[src/rtl/step_tempo_gen_pkg.sv]
// Shared definitions for the step/tempo generator and the speaker-play instances
// that size their beat index from STEP_W.
package step_tempo_gen_pkg;

  localparam int unsigned STEP_W       = 4;
  localparam int unsigned DEF_MIN_BPM  = 60;
  localparam int unsigned DEF_MAX_BPM  = 240;
  localparam int unsigned DEF_BPM_STEP = 4;

  typedef enum logic [1:0] {
    ST_IDLE = 2'd0,
    ST_DIV  = 2'd1,
    ST_DONE = 2'd2
  } div_state_t;

  // Clock cycles per minute divided by steps per beat; period = NUM / bpm.
  function automatic logic [31:0] calc_num(input int unsigned clk_hz,
                                           input int unsigned steps_per_beat);
    logic [63:0] w_num;
    w_num = (64'(clk_hz) * 64'd60) / 64'(steps_per_beat);
    return w_num[31:0];
  endfunction

endpackage

[src/rtl/step_tempo_gen_divider.sv]
// 32-bit restoring unsigned divider, one quotient bit per cycle.
// A start while busy restarts with the new operands and drops the old result.
module seq_divider_u32
  import step_tempo_gen_pkg::*;
(
  input  logic        clock,
  input  logic        reset,
  input  logic        i_start,
  input  logic [31:0] i_dividend,
  input  logic [31:0] i_divisor,
  output logic        o_busy,
  output logic        o_done,
  output logic [31:0] o_quotient
);

  div_state_t  r_state;
  div_state_t  w_state_nxt;
  logic [31:0] r_quot;
  logic [31:0] r_rem;
  logic [31:0] r_div;
  logic [4:0]  r_cnt;

  logic [32:0] w_rem_sh;
  logic [32:0] w_diff;
  logic        w_ge;

  always_ff @(posedge clock) begin
    if (reset) r_state <= ST_IDLE;
    else       r_state <= w_state_nxt;
  end

  always_comb begin
    w_state_nxt = r_state;
    case (r_state)
      ST_IDLE: if (i_start) w_state_nxt = ST_DIV;
      ST_DIV: begin
        if (i_start)             w_state_nxt = ST_DIV;
        else if (r_cnt == 5'd31) w_state_nxt = ST_DONE;
      end
      ST_DONE: w_state_nxt = i_start ? ST_DIV : ST_IDLE;
      default: w_state_nxt = ST_IDLE;
    endcase
  end

  // Shift the next dividend bit into the partial remainder and try a subtract.
  assign w_rem_sh = {r_rem, r_quot[31]};
  assign w_diff   = w_rem_sh - {1'b0, r_div};
  assign w_ge     = (w_rem_sh >= {1'b0, r_div});

  always_ff @(posedge clock) begin
    if (i_start) begin
      r_quot <= i_dividend;
      r_rem  <= '0;
      r_div  <= i_divisor;
      r_cnt  <= '0;
    end else if (r_state == ST_DIV) begin
      r_rem  <= w_ge ? w_diff[31:0] : w_rem_sh[31:0];
      r_quot <= {r_quot[30:0], w_ge};
      r_cnt  <= r_cnt + 5'd1;
    end
  end

  assign o_busy     = (r_state == ST_DIV);
  assign o_done     = (r_state == ST_DONE);
  assign o_quotient = r_quot;

endmodule

[src/rtl/step_tempo_gen.sv]
// Tempo-controlled step sequencer timebase: one-cycle beat_tick per 16th step
// and a shared 16-step beat index, with the step period recomputed on tempo change.
module step_tempo_gen
  import step_tempo_gen_pkg::*;
#(
  parameter int unsigned CLK_HZ         = 50000000,
  parameter int unsigned STEPS_PER_BEAT = 4,
  parameter int unsigned DEFAULT_BPM    = 120,
  parameter int unsigned MIN_BPM        = DEF_MIN_BPM,
  parameter int unsigned MAX_BPM        = DEF_MAX_BPM,
  parameter int unsigned BPM_STEP       = DEF_BPM_STEP
) (
  input  logic              clock,
  input  logic              reset,
  input  logic              run,
  input  logic              restart,
  input  logic              tempo_up,
  input  logic              tempo_down,
  output logic              beat_tick,
  output logic [STEP_W-1:0] beat,
  output logic [7:0]        tempo_bpm,
  output logic              div_busy
);

  localparam logic [31:0] NUM            = calc_num(CLK_HZ, STEPS_PER_BEAT);
  localparam logic [31:0] DEFAULT_PERIOD = NUM / 32'(DEFAULT_BPM);

  logic              r_restart_q, r_up_q, r_dn_q;
  logic [7:0]        r_bpm;
  logic [31:0]       r_cnt;
  logic [31:0]       r_period;
  logic [31:0]       r_pend_period;
  logic              r_pend_vld;
  logic [STEP_W-1:0] r_beat;
  logic              r_tick;

  logic              w_restart_edge, w_up_edge, w_dn_edge;
  logic [8:0]        w_up_sum;
  logic [7:0]        w_bpm_up, w_bpm_dn, w_bpm_nxt;
  logic              w_bpm_change;
  logic              w_boundary;
  logic              w_div_busy, w_div_done;
  logic [31:0]       w_quot;

  assign w_restart_edge = restart & ~r_restart_q;
  assign w_up_edge      = tempo_up & ~r_up_q;
  assign w_dn_edge      = tempo_down & ~r_dn_q;

  assign w_up_sum = {1'b0, r_bpm} + 9'(BPM_STEP);
  assign w_bpm_up = (w_up_sum > 9'(MAX_BPM)) ? 8'(MAX_BPM) : w_up_sum[7:0];
  assign w_bpm_dn = ({1'b0, r_bpm} < 9'(MIN_BPM + BPM_STEP)) ? 8'(MIN_BPM)
                                                             : r_bpm - 8'(BPM_STEP);

  // Simultaneous up and down presses cancel each other.
  always_comb begin
    w_bpm_nxt = r_bpm;
    if (w_up_edge && !w_dn_edge)      w_bpm_nxt = w_bpm_up;
    else if (w_dn_edge && !w_up_edge) w_bpm_nxt = w_bpm_dn;
  end

  assign w_bpm_change = (w_bpm_nxt != r_bpm);
  assign w_boundary   = run && (r_cnt == r_period - 32'd1);

  seq_divider_u32 u_div (
    .clock      (clock),
    .reset      (reset),
    .i_start    (w_bpm_change),
    .i_dividend (NUM),
    .i_divisor  ({24'd0, w_bpm_nxt}),
    .o_busy     (w_div_busy),
    .o_done     (w_div_done),
    .o_quotient (w_quot)
  );

  always_ff @(posedge clock) begin
    if (reset) begin
      r_restart_q <= 1'b0;
      r_up_q      <= 1'b0;
      r_dn_q      <= 1'b0;
      r_bpm       <= 8'(DEFAULT_BPM);
      r_cnt       <= '0;
      r_period    <= DEFAULT_PERIOD;
      r_pend_vld  <= 1'b0;
      r_beat      <= '0;
      r_tick      <= 1'b0;
    end else begin
      r_restart_q <= restart;
      r_up_q      <= tempo_up;
      r_dn_q      <= tempo_down;
      r_bpm       <= w_bpm_nxt;
      r_tick      <= w_boundary && !w_restart_edge;

      // A fresh result wins over consuming the older one at a coincident boundary.
      if (w_div_done)
        r_pend_vld <= 1'b1;
      else if (w_boundary && !w_restart_edge)
        r_pend_vld <= 1'b0;

      if (w_restart_edge) begin
        r_cnt  <= '0;
        r_beat <= '0;
      end else if (w_boundary) begin
        r_cnt  <= '0;
        r_beat <= r_beat + STEP_W'(1);
        if (r_pend_vld) r_period <= r_pend_period;
      end else if (run) begin
        r_cnt  <= r_cnt + 32'd1;
      end
    end
  end

  always_ff @(posedge clock) begin
    if (w_div_done) r_pend_period <= w_quot;
  end

  assign beat_tick = r_tick;
  assign beat      = r_beat;
  assign tempo_bpm = r_bpm;
  assign div_busy  = w_div_busy;

endmodule

[config.mk]
export PLATFORM = sky130hd
export DESIGN_NAME = step_tempo_gen
export DESIGN_NICKNAME = d
export VERILOG_FILES = /design/src/rtl/step_tempo_gen_pkg.sv /design/src/rtl/step_tempo_gen_divider.sv /design/src/rtl/step_tempo_gen.sv
export SDC_FILE = /design/constraint.sdc
export NUM_CORES = 1
export LEC_CHECK = 0
export CORE_ASPECT_RATIO = 0.5
export CORE_MARGIN = 5
export CORE_UTILIZATION = 62
export DETAILED_ROUTE_END_ITERATION = 10
export PLACE_DENSITY = 0.77
export SYNTH_ARGS = -nofsm -noshare
export SYNTH_HDL_FRONTEND = slang
export SYNTH_SLANG_ARGS = --single-unit
[constraint.sdc]
create_clock -name clock -period 4.1 [get_ports clock]
set_clock_uncertainty 0.2 [all_clocks]
set_input_delay 0.615 -clock clock [delete_from_list [all_inputs] [get_ports clock]]
set_output_delay 0.615 -clock clock [all_outputs]
set_load 0.05 [all_outputs]
==> results list <==
- Critical path fanouts, max: 9
- Die Wd: 185 µm
- Sort of element at the end of the critical path: flop
- Pre-antenna DRT Iters: 5
* Final nets: between 1,000 and 1,500
- Aggregate negative setup slack: 0 ns
- Power density relative to cell area: around 580 nW/µm²
- Summing all multi-input logic gate instances after layout gives about 5000 µm².
- For the worst-skew pair, the clock arrives at the later sink with an insertion delay of around 0.44 ns.
* Count of buffers inserted at the top-level ports: 19
- In this run switching power makes up 35.6% of total power.
- In this run, the number of DRC markers left after iteration 0 of detailed routing was between 500 and 600.
- Post-Synthesis Cell Area: 9510 µm²
- In this run the standard cell core region covers roughly 15,000 µm².
- In this run the power spent charging and discharging nets is between 2 and 2.5 mW.
* Ys async rst share: 0%
- Die H: just under 100 µm
* Row count: 32
* Crit path arrival time: between 3 and 4 ns
* Cts bufs inserted: 17
- In the final layout, flip-flops and latches occupy roughly 4200 µm².
* Ratio of routed vias to standard cells: approximately 6
* Number of cells produced by synthesis: between 1,000 and 1,500
- The worst pin sits at a relative slew slack of approximately two fifths.
- For this run, the number of Yosys warnings is 0.
* Root Driver: sky130_fd_sc_hd__clkbuf_16
* Avg Synthesized Cell Area: 8.80 µm²
- Area of the die: between 15,000 and 20,000 µm²
- Maximum number of pins on one net before global-route repair: 96
* DRT Wirelength: approximately 20 mm
- Final Cell Area: 10,400 µm²
- Max Fclk: between 0.2 and 0.3 GHz
- Worst min path class: flop to flop
- The worst path needs ~3.7 ns of the cycle, external delays included.
* Flip-flop and latch count after synthesis: between 150 and 200
- Number of library cell types mapped by synthesis: between 60 and 70
- Area after detailed placement: roughly 9800 µm²
- In the routed design, unresolved DRC markers number 0.
- Of the total synthesized cell area, the portion taken by XOR and XNOR cells is under 10%.
- The critical path is of the flop to flop type.
* Required time reported for the critical path endpoint: around 4.2 ns
* Sequential element share of the synthesized area: between 40% and 50%
* Most frequent cells in the layout: sky130_fd_sc_hd__dfxtp_1 (152), sky130_fd_sc_hd__nor2_1 (107), sky130_fd_sc_hd__nand2_1 (102)
- At the pin with the least slew margin, the transition time is roughly 0.90 ns.
* Vias after detailed routing: 7,605
- For this design the static power due to leakage is between 3 and 4 nW.
- Final slew viol count: 0
* Post-synthesis compound-gate area fraction: around an eighth
- Clock-pin slew was measured on the worst setup and hold paths at around 0.080 ns.
- Summing the areas of all and, or, nand and nor instances in the mapped netlist gives 26.1% of the synthesized area.
* Setup Viol. Count Final: 0
- Number of enable-type register cells in the synthesized netlist: 40
- Global routing used between 20% and 30% of the available tracks across all layers.
- Share of the core filled with cells: slightly below 70%
* Resized cells post-CTS: 0
* Maximum level of the CTS H-tree: 4
- The tree built by TritonCTS fans out to approximately 190 sinks.
- The number of antenna violations at the first check in global routing was 0.
* MaxCap Viol Count: 0
- Hold timing on the final database bottoms out at a slack of about 0.25 ns.
- STA classifies the critical path startpoint as a flop.
* Number of inserted diodes: 0
- 20 I/O pins were placed.
* Vias in the first global route: around 7,300
- The synthesized design spends more area on one cell type than any other, namely sky130_fd_sc_hd__dfxtp_1.
- The most used flip-flop cell after synthesis is sky130_fd_sc_hd__dfxtp_1.
- In the final layout, the share of cells above drive strength 1 is under 10%.
* Antenna Violating Nets Remaining: 0
- Starting density of the core: 62.5%
- Buffers from clock root to sink, at most: 2
- Most common cell after layout, fill and taps aside: sky130_fd_sc_hd__dfxtp_1
- After synthesis, the cell types taking the most area are sky130_fd_sc_hd__dfxtp_1 (32%), sky130_fd_sc_hd__edfxtp_1 (13%), sky130_fd_sc_hd__xnor2_1 (5.3%).
* First-pass GRT wire length: roughly 34 mm
- TritonCTS built the clock tree.
* Count of filler cells inserted in the layout: 1,219
* Share of Yosys cell area claimed by the top area cell type: ~32%
- Status: finished, final reports clean
* Gp weighted congestion: slightly above 0.9
- Final Hold Fails: 0
- Grt ovf: 0
- Setup repair after global routing left no endpoint under its margin.
- Clock power frac: around 27%
- VDD sags by at most between 400 and 500 µV.
- Part of the total power dissipated in sequential elements: between 30 and 40%
- Internal power summed over all cells: a little under 4 mW
- Part of the cycle the worst path needs: roughly nine tenths
- Detailed placer's ending HPWL: about 13 mm
- The number of nets in the synthesized netlist is roughly 1,100.
* Number of buffers inserted by hold repair at cts: 0
* Number of buffers inserted to repair setup after CTS: 0
- Of the post-synthesis cell area, the part taken by muxes is 0.895%.
- Of the total synthesized cell area, the portion taken by full adders, half adders and majority gates is 2.18%.
- In the final routed layout, each cell accounts on average for ~15 µm.
- By area, the combinational part of the netlist is dominated by simple AND/OR/NAND/NOR gates.
* Relative contribution of combinational cells to total power: around a third
- Relative to the synthesized area, the layout overhead comes to 9.71%.
## through the flow
| step | power (mW) | cells | setup WS [ns] |
|---|---|---|---|
| global route | 6.41 | 1286 | 0.144 |
| floorplan | 3.97 | 1080 | 0.715 |
| detailed placement | 4.37 | 1254 | 0.393 |
| global placement | 4.30 | 1254 | 0.506 |
| finish | 6.00 | 1286 | 0.392 |
| CTS | 6.02 | 1286 | 0.397 |
## registers in the layout, indices dropped and copies added, names as in the netlist, 2 cells and up
name / flops
r_cnt: 32
u_div.r_div: 8
tempo_bpm: 8
r_pend_period: 32
beat: 4
u_div.o_quotient: 32
r_period: 32
u_div.r_rem: 32
u_div.r_state: 2
u_div.r_cnt: 5
## Yosys cell counts, drive strengths merged, types with 2 or more instances
cell and number:
dfxtp 152, o21a 6, nor3b 2, and4 8, a31oi 10, a41oi 3
a22oi 2, o2111ai 2, and3 17, o21bai 2, and2 8, nor4 20
nor3 46, a211o 2, nand3b 16, o31ai 16, xnor2 57, nand2 102
nor2b 16, a211oi 32, buf 17, o21ai 38, mux2i 7, nor4b 4
o211ai 2, nand3 36, clkbuf 52, or3 14, nand2b 11, or2 5
a2111oi 2, a21oi 62, xor2 46, edfxtp 40, nor2 107, nand4 50
ha 15, or4 11, inv 23
## kinds of logic (layout without fill, tap and decap cells)
kind of cell	Yosys count	after routing
AO/OA/AOI/OAI	191	191
XOR/XNOR	103	103
adder cells (fa/ha/maj)	16	16
buffers and inverters	93	95
flip-flops	192	192
multiplexers	8	8
AND/OR/NAND/NOR	477	477
## per-layer routing
layer / share of wire (%) / routed length (µm) / up-vias / GRT usage, %
met1: 49 / 9680 / 3568 / 32.4
li1: - / - / 3858 / -
met3: 3.6 / 705 / 27 / 4.08
met4: 1.3 / 259 / 0 / 6.37
met5: 0 / 0 / - / 0
met2: 46 / 8920 / 152 / 35.1
## critical path, stage by stage (launching register included)
cell,delay [ns]
sky130_fd_sc_hd__dfxtp_1,0.36
sky130_fd_sc_hd__inv_1,0.09
sky130_fd_sc_hd__ha_1,0.30
sky130_fd_sc_hd__or4b_1,0.55
sky130_fd_sc_hd__or3_1,0.37
sky130_fd_sc_hd__a211oi_1,0.30
sky130_fd_sc_hd__o2111ai_1,0.15
sky130_fd_sc_hd__nor4_1,0.18
sky130_fd_sc_hd__nand3_1,0.29
sky130_fd_sc_hd__or3_1,0.49
sky130_fd_sc_hd__mux2_4,0.31
## power groups by stage
| stage | Clock (mW) | Sequential, mW | Combinational, mW |
|---|---|---|---|
| 4_1_cts | 1.66 | 2.37 | 1.99 |
| 5_1_grt | 1.77 | 2.41 | 2.23 |
| 3_3_place_gp | 0 | 2.40 | 1.90 |
| 6_report | 1.64 | 2.38 | 1.98 |
| 2_1_floorplan | 0 | 2.38 | 1.59 |
| 3_5_place_dp | 0 | 2.41 | 1.96 |
## layout make-up
| class | count | share of cell area, % |
|---|---|---|
| Tap cell | 204 | 2.45 |
| Clock inverter | 13 | 1.31 |
| Sequential cell | 192 | 40.7 |
| Multi-Input combinational cell | 795 | 47.0 |
| Inverter | 24 | 0.864 |
| Clock buffer | 19 | 4.35 |
| Timing Repair Buffer | 39 | 3.38 |
## path summary, 6_finish.rpt
path	start	to	slack, ns	cells after the start
worst max-delay path	r_period[0]	beat[3]	0.39	10
worst min-delay path	u_div.o_quotient[22]	r_pend_period[22]	0.25	0
worst max register to register	r_period[0]	beat[3]	0.39	10
worst min register to register	u_div.o_quotient[22]	r_pend_period[22]	0.25	0
Power figures use the tool's default switching activity.
